===== config.mk =====
export PLATFORM = sky130hd
export DESIGN_NAME = seg7_scan_driver_flat
export DESIGN_NICKNAME = d
export VERILOG_FILES = /design/src/rtl/seg7_pkg.sv /design/src/rtl/seg7_scan_driver_if.sv /design/src/rtl/seg7_hex_decode.sv /design/src/rtl/seg7_scan_driver.sv /design/src/flat_wrapper.sv
export SDC_FILE = /design/constraint.sdc
export NUM_CORES = 1
export LEC_CHECK = 0
export BUFFER_PORTS_ARGS = -buffer_cell sky130_fd_sc_hd__buf_2
export CAP_MARGIN = 15
export CORE_ASPECT_RATIO = 1.4
export CORE_MARGIN = 1
export CORE_UTILIZATION = 50
export CTS_CLUSTER_SIZE = 20
export DETAILED_ROUTE_END_ITERATION = 10
export GPL_ROUTABILITY_DRIVEN = 1
export HOLD_SLACK_MARGIN = 0.15
export PLACE_DENSITY = 0.7
export SKIP_CTS_REPAIR_TIMING = 1
export SYNTH_ARGS = -nofsm -noshare
export SYNTH_HDL_FRONTEND = slang
export SYNTH_SLANG_ARGS = --single-unit

===== constraint.sdc =====
create_clock -name clk -period 2.9 [get_ports clk]
set_clock_uncertainty 0.1 [all_clocks]
set_input_delay 0.435 -clock clk [delete_from_list [all_inputs] [get_ports clk]]
set_output_delay 0.435 -clock clk [all_outputs]
set_load 0.01 [all_outputs]

===== src/rtl/seg7_pkg.sv =====
`default_nettype none
// ============================================================================
//  Module      : seg7_pkg
//  Description : Shared constants and types for the 8-digit 7-segment scan
//                driver: digit count, blanking patterns, hex decode table.
//  Revision    : 1.0 - initial release
// ============================================================================
package seg7_pkg;

  // Number of digits on the display and the width of a digit index.
  localparam int unsigned NUM_DIGITS = 8;
  localparam int unsigned DIGIT_W    = $clog2(NUM_DIGITS);

  // Active-low patterns that leave every segment / every digit dark.
  localparam logic [7:0] SEG_OFF = 8'hFF;
  localparam logic [7:0] SEL_OFF = 8'hFF;

  typedef logic [DIGIT_W-1:0] digit_idx_t;

  localparam digit_idx_t LAST_DIGIT = digit_idx_t'(NUM_DIGITS - 1);

  // Segments {g,f,e,d,c,b,a}, active-low, indexed by nibble value.
  // The first element of the concatenation is entry 15 (F).
  localparam logic [15:0][6:0] HEX_TABLE = {
    7'h0E, 7'h06, 7'h21, 7'h46,   // F E d C
    7'h03, 7'h08, 7'h10, 7'h00,   // b A 9 8
    7'h78, 7'h02, 7'h12, 7'h19,   // 7 6 5 4
    7'h30, 7'h24, 7'h79, 7'h40    // 3 2 1 0
  };

  // One complete displayable value: 8 nibbles plus 8 decimal points.
  typedef struct packed {
    logic [4*NUM_DIGITS-1:0] data;
    logic [NUM_DIGITS-1:0]   dp;
  } frame_t;

endpackage
`default_nettype wire


===== src/rtl/seg7_scan_driver_if.sv =====
`default_nettype none
// ============================================================================
//  Module      : seg7_scan_driver_if
//  Description : CPU debug-value interface into the 7-segment scan driver.
//                The CPU side (master) presents a value, its decimal points
//                and a capture strobe; the scan driver (slave) consumes it.
//  Revision    : 1.0 - initial release
// ============================================================================
interface seg7_scan_driver_if;
  import seg7_pkg::*;

  logic [4*NUM_DIGITS-1:0] data;   // nibble k shown on digit k
  logic [NUM_DIGITS-1:0]   dp;     // decimal point k on digit k
  logic                    load;   // capture strobe, sampled every cycle

  modport master (output data, dp, load);
  modport slave  (input  data, dp, load);

endinterface
`default_nettype wire


===== src/rtl/seg7_hex_decode.sv =====
`default_nettype none
// ============================================================================
//  Module      : seg7_hex_decode
//  Description : Combinational hex-digit decoder. Maps a nibble and a
//                decimal-point enable to an active-low {dp,g,f,e,d,c,b,a}
//                segment pattern.
//  Revision    : 1.0 - initial release
// ============================================================================
module seg7_hex_decode
  import seg7_pkg::*;
(
  input  wire  [3:0] i_nibble,
  input  wire        i_dp,
  output logic [7:0] o_seg
);

  // Table lookup for the digit shape; dp is active-low like the rest.
  always_comb begin
    o_seg = {~i_dp, HEX_TABLE[i_nibble]};
  end

endmodule
`default_nettype wire


===== src/rtl/seg7_scan_driver.sv =====
`default_nettype none
// ============================================================================
//  Module      : seg7_scan_driver
//  Description : Time-multiplexed driver for an 8-digit common-anode
//                7-segment display. A prescaler defines one slot per digit;
//                each slot starts with one blank cycle (anti-ghosting) and
//                then lights the digit until the next slot. Values from the
//                CPU are double-buffered and only promoted to the display
//                register at the frame wrap, so a frame never tears.
//  Options     : SEG_LEADING_ZERO_BLANK_EN - blank digits above the highest
//                non-zero nibble (digit 0 always shown, dp still honoured).
//  Revision    : 1.0 - initial release
// ============================================================================
module seg7_scan_driver
  import seg7_pkg::*;
#(
  parameter int unsigned DIV_CNT = 50000   // clk cycles per digit slot, >= 2
)
(
  input  wire               clk,
  input  wire               rst,
  seg7_scan_driver_if.slave cpu,
  output logic [7:0]        o_seg,
  output logic [7:0]        o_sel,
  output logic              o_frame
);

  localparam int unsigned         PRESC_W  = (DIV_CNT > 1) ? $clog2(DIV_CNT) : 1;
  localparam logic [PRESC_W-1:0]  TICK_VAL = PRESC_W'(DIV_CNT - 1);

  // --------------------------------------------------------------------------
  // Registered state
  // --------------------------------------------------------------------------
  logic [PRESC_W-1:0] r_presc;     // position inside the current digit slot
  digit_idx_t         r_index;     // digit currently being scanned
  logic               r_show;      // high the cycle after a tick: light digit
  frame_t             r_shadow;    // most recent CPU value not yet shown
  logic               r_pending;   // r_shadow holds data for the next frame
  frame_t             r_disp;      // value used for the whole current frame

  // --------------------------------------------------------------------------
  // Combinational helpers
  // --------------------------------------------------------------------------
  logic       w_tick;              // last cycle of a digit slot
  logic       w_wrap;              // tick that moves the scan back to digit 0
  frame_t     w_bus_frame;         // value currently offered by the CPU
  logic [3:0] w_nibble;            // nibble of the digit being lit
  logic       w_dp_bit;            // dp of the digit being lit
  logic [7:0] w_dec_seg;           // decoded pattern of that digit
  logic [7:0] w_lit_seg;           // pattern after optional zero blanking
  logic [7:0] w_sel_lit;           // one-hot active-low select for r_index

  assign w_tick      = (r_presc == TICK_VAL);
  assign w_wrap      = w_tick && (r_index == LAST_DIGIT);
  assign w_bus_frame = {cpu.data, cpu.dp};

  // r_index has already advanced on the tick, so on the show cycle it
  // addresses the digit that owns this slot.
  assign w_nibble  = r_disp.data[{r_index, 2'b00} +: 4];
  assign w_dp_bit  = r_disp.dp[r_index];
  assign w_sel_lit = SEL_OFF ^ (8'b1 << r_index);

  seg7_hex_decode u_hex_decode (
    .i_nibble (w_nibble),
    .i_dp     (w_dp_bit),
    .o_seg    (w_dec_seg)
  );

`ifdef SEG_LEADING_ZERO_BLANK_EN
  // Digit k is a leading zero when it and every digit above it are zero.
  // Digit 0 is never blanked so that a zero value still reads "0".
  // Derived from r_disp only, so the mask changes only at a frame wrap.
  logic [NUM_DIGITS-1:0] w_lz_blank;

  assign w_lz_blank[0] = 1'b0;

  for (genvar k = 1; k < NUM_DIGITS; k++) begin : g_lz
    assign w_lz_blank[k] = (r_disp.data[4*NUM_DIGITS-1:4*k] == '0);
  end

  // A blanked digit keeps its decimal point if enabled.
  assign w_lit_seg = w_lz_blank[r_index] ? {~w_dp_bit, 7'h7F} : w_dec_seg;
`else
  assign w_lit_seg = w_dec_seg;
`endif

  // --------------------------------------------------------------------------
  // Sequential logic
  // --------------------------------------------------------------------------

  // Prescaler: counts 0..DIV_CNT-1 and restarts on every tick.
  always_ff @(posedge clk) begin
    if (rst) begin
      r_presc <= '0;
    end else if (w_tick) begin
      r_presc <= '0;
    end else begin
      r_presc <= r_presc + 1'b1;
    end
  end

  // Double buffer: loads land in the shadow and are promoted at the frame
  // wrap; a load coinciding with the wrap goes straight to the display.
  always_ff @(posedge clk) begin
    if (rst) begin
      r_shadow  <= '0;
      r_pending <= 1'b0;
      r_disp    <= '0;
    end else if (w_wrap) begin
      if (cpu.load) begin
        r_disp <= w_bus_frame;
      end else if (r_pending) begin
        r_disp <= r_shadow;
      end
      r_pending <= 1'b0;
    end else if (cpu.load) begin
      r_shadow  <= w_bus_frame;
      r_pending <= 1'b1;
    end
  end

  // Scan position and display outputs: blank on a tick, light the new digit
  // on the following cycle and hold it until the next tick.
  always_ff @(posedge clk) begin
    if (rst) begin
      r_index <= LAST_DIGIT;
      r_show  <= 1'b0;
      o_seg   <= SEG_OFF;
      o_sel   <= SEL_OFF;
      o_frame <= 1'b0;
    end else begin
      r_show  <= w_tick;
      o_frame <= w_wrap;
      if (w_tick) begin
        r_index <= r_index + 1'b1;
        o_seg   <= SEG_OFF;
        o_sel   <= SEL_OFF;
      end else if (r_show) begin
        o_sel   <= w_sel_lit;
        o_seg   <= w_lit_seg;
      end
    end
  end

endmodule
`default_nettype wire


===== src/flat_wrapper.sv =====
// flat-port wrapper written by rule: the top's interface ports become plain ports
module seg7_scan_driver_flat import seg7_pkg::*;
#(
  parameter int unsigned DIV_CNT = 50000                                     
)
  (clk, rst, o_seg, o_sel, o_frame, cpu_data, cpu_dp, cpu_load);
  seg7_scan_driver_if cpu_i ();
  input  wire clk;
  input  wire rst;
  output logic [7:0] o_seg;
  output logic [7:0] o_sel;
  output logic o_frame;
  input wire logic [$bits(cpu_i.data)-1:0] cpu_data;
  input wire logic [$bits(cpu_i.dp)-1:0] cpu_dp;
  input wire logic [$bits(cpu_i.load)-1:0] cpu_load;
  assign cpu_i.data = cpu_data;
  assign cpu_i.dp = cpu_dp;
  assign cpu_i.load = cpu_load;
  seg7_scan_driver #(.DIV_CNT(DIV_CNT)) u_core (.clk(clk), .rst(rst), .cpu(cpu_i), .o_seg(o_seg), .o_sel(o_sel), .o_frame(o_frame));
endmodule

==> metrics.log <==
INFO  metric design.final.nets = 687
INFO  metric synth_top_cell_area_share = 0.448
INFO  metric final_hold_violating_endpoints = 0
INFO  metric postSynthAreaPerCell = 9.00 um2
INFO  metric route.antenna.remaining_nets = 0
INFO  metric antenna_found_initial = 0
INFO  metric r2r_slack = 0.37 ns
INFO  metric final.period_utilization = 0.873
INFO  metric endpoint_of_the_lowest_slack_register_to_register_path = u_core.r_disp[1]
INFO  metric detail_route.first_pass.iterations = 4
INFO  metric syn_to_final_growth = 19.3%
INFO  metric rsz0062_at_grt = no
INFO  metric antenna-diode-count = 0
INFO  metric grt_pass1_vias = 3,808
INFO  metric route.vias.total = 4,167
INFO  metric count_of_flip_flops_with_a_built_in_enable_after_synthesis = 0
INFO  metric synth_cell_type_count = 56
INFO  metric synth_top_family_by_area = simple AND/OR/NAND/NOR gates
INFO  metric clkSlewWorstSetupHoldPaths = 0.06 ns
INFO  metric dp.final_hpwl = 7620 um
INFO  metric holdWs = 0.166 ns
INFO  metric fp.dieH = 124 um
INFO  metric layout_commonest_cell = dfxtp_1
INFO  metric drv.max_cap_violation_count = 0
INFO  metric fp.dieArea = 11,000 um2
INFO  metric final-max-slew-violation-count = 0
INFO  metric critical_path_peak_fanout = 80
INFO  metric critPathKind = flip-flop to flip-flop
INFO  metric grt_first_pass_wirelength = 18,300 um
INFO  metric grt_max_degree = 85
INFO  metric drt_iter0_drc = 172
INFO  metric starting_utilization_of_the_core_area = 0.512
INFO  metric die_width = 88.8 um
INFO  metric gpl.final_weighted_congestion = 0.996
INFO  metric drc = 0
INFO  metric synthMuxAreaShare = 0.134
INFO  metric drt-wirelength-per-cell = 14.2 um
INFO  metric worst_case_reg_to_reg_path_depth = 8
INFO  metric ctsLongestPathBuffers = 2
INFO  metric synth.cell_area = 5280 um2
INFO  metric worstPathRequired = 3.12 ns
INFO  metric synth_flop_cell = dfxtp_1
INFO  metric min_path_cells = 3
INFO  metric numClockSinks = 118
INFO  metric synth_cells = 586
INFO  metric crit_path_start_kind = flip-flop
INFO  metric tightest_slew = 0.852 ns
INFO  metric synthTopCellsByArea = dfxtp_1 45%, mux2i_1 8.2%, nand2_1 7.8%, a211oi_1 5.8%, nor2_1 4.7%
INFO  metric synth_area_leader_cell = dfxtp_1
INFO  metric tritoncts = yes
INFO  metric hold_path_start = cpu_data[21]
INFO  metric r2r_start = u_core.r_index[0]
INFO  metric pin_count = 60
INFO  metric synth_warnings = 0
INFO  metric place.port_buffers = 59
INFO  metric insertion_delay = 0.42 ns
INFO  metric postSynthNetCount = 642
INFO  metric cts_buffers = 17
INFO  metric layout.cells.most_common_list = 118 x dfxtp_1, 110 x nand2_1, 66 x nor2_1
INFO  metric synth-adder-area-share = 0.0308
INFO  metric timing.final.setup_violations = 0
INFO  metric setup_total_negative_slack = 0 ns
INFO  metric synth_seq_cells = 118
INFO  metric vdd_drop_max = 0.418 mV
INFO  metric synth-compound-area-share = 0.150
INFO  metric h-tree-depth = 4
INFO  metric post_synth_and_or_nand_nor_area_fraction = 0.171
INFO  metric outcome = finished clean
INFO  metric row_count = 44
INFO  metric maxClockFrequency = 395 MHz
INFO  metric slew_headroom = 0.432
INFO  metric power_density = 656 nW/um2
INFO  metric reported_leakage_power = 2.50 nW
INFO  metric clock_period_minus_final_worst_setup_slack = 2.53 ns
INFO  metric timing.hold.worst.class = input pin to flip-flop
INFO  metric drt-vias-per-instance = 5.33
INFO  metric part_of_the_yosys_area_used_for_sequential_elements = 0.448
INFO  metric layout-drive-gt1-share = 0.197
INFO  metric detail_route.wirelength = 11,100 um
INFO  metric synthArstFlopShare = 0
INFO  metric timing.hold.worst_endpoint = u_core.r_shadow[29]
INFO  metric global_route.usage.total = 0.222
INFO  metric post_synthesis_share_of_cell_area_spent_on_xor_and_xnor_gates = 0.0199
INFO  metric coreArea = 10,300 um2
INFO  metric cts-root-buf = clkbuf_16
INFO  metric grt-ovfl-total = 0
INFO  metric worst-endpoint-arrival = 2.75 ns
INFO  metric crit_path_end_kind = flip-flop
per-stage QoR:
stage	cells	area (um2)	setup WS (ns)	power, W	util
floorplan	586	5280	0.354	0.00183	-
global placement	750	5650	0.421	0.00189	0.548
finish	782	6290	0.369	0.00413	0.611
global route	782	6290	0.107	0.00427	0.611
detailed placement	750	5650	0.348	0.00190	0.548
CTS	782	6290	0.340	0.00417	0.611
registers in the layout, summed over array words and instances, names as in the netlist:
| signal | count |
|---|---|
| u_core.r_presc | 16 |
| u_core.r_shadow | 40 |
| u_core.o_sel | 8 |
| u_core.o_frame | 1 |
| u_core.r_pending | 1 |
| u_core.r_index | 3 |
| u_core.r_disp | 40 |
| u_core.o_seg | 8 |
| u_core.r_show | 1 |
worst max-delay path: stages (launching register included):
cell,delay (ns)
dfxtp_1,0.60
buf_4,0.22
ha_1,0.19
ha_1,0.26
inv_1,0.14
nor3_4,0.24
buf_12,0.31
nor2_1,0.10
a211oi_1,0.23
cells in the mapped netlist (3+ instances only):
cell      number
dfxtp_1      118
nand2_1      110
nor2_1        66
a21oi_1       44
mux2i_1       43
a211oi_1      41
clkbuf_1      22
buf_2         15
o21ai_0       14
ha_1          13
inv_1         11
mux4_2         8
nand3_1        8
xnor2_1        8
nor3_1         4
xor2_1         4
a31oi_1        3
and3_1         3
mux2_2         3
o211ai_1       3
cells by family after synthesis:
family | count (synthesis)
xor+xnor | 12
buf+inv | 54
compound gates | 121
mux | 58
fa+ha+maj | 13
flops | 118
simple gates | 210
area by class of cell:
type	instances	area (um2)
flip-flops and latches	118	2360
inverters	12	45.0
multi-input cells	414	2680
clock buffers	18	439
clock inverters	14	205
well taps	138	173
repair buffers	68	388
fillers	897	4000
how the worst max path moves through the flow:
stage	slack, ns	from	end	cells after the start
after floorplan	0.35	u_core.r_index[0]	u_core.o_seg[3]	10
after global placement	0.42	u_core.r_index[0]	u_core.o_seg[3]	6
after detailed placement	0.35	u_core.r_index[0]	u_core.o_seg[3]	6
after CTS	0.34	u_core.r_index[0]	u_core.o_seg[3]	6
after global routing	0.11	u_core.r_index[0]	u_core.r_disp[1]	8
final	0.37	u_core.r_index[0]	u_core.r_disp[1]	8
routing by layer:
layer / global-route usage / vias up / wire length [um]
met4: 0.102 / 0 / 244
met3: 0.0641 / 22 / 370
met1: 0.258 / 1936 / 4790
li1: - / 2123 / -
met2: 0.371 / 86 / 5720
met5: 0 / - / 0
power breakdown:
group,internal [W],switching [W],total [W]
registers,0.00166,0.0000166,0.00167
logic,0.0000756,0.000113,0.000188
clock network,0.00154,0.000727,0.00227
total,0.00327,0.000857,0.00413
(Power assumes the default switching activity.)
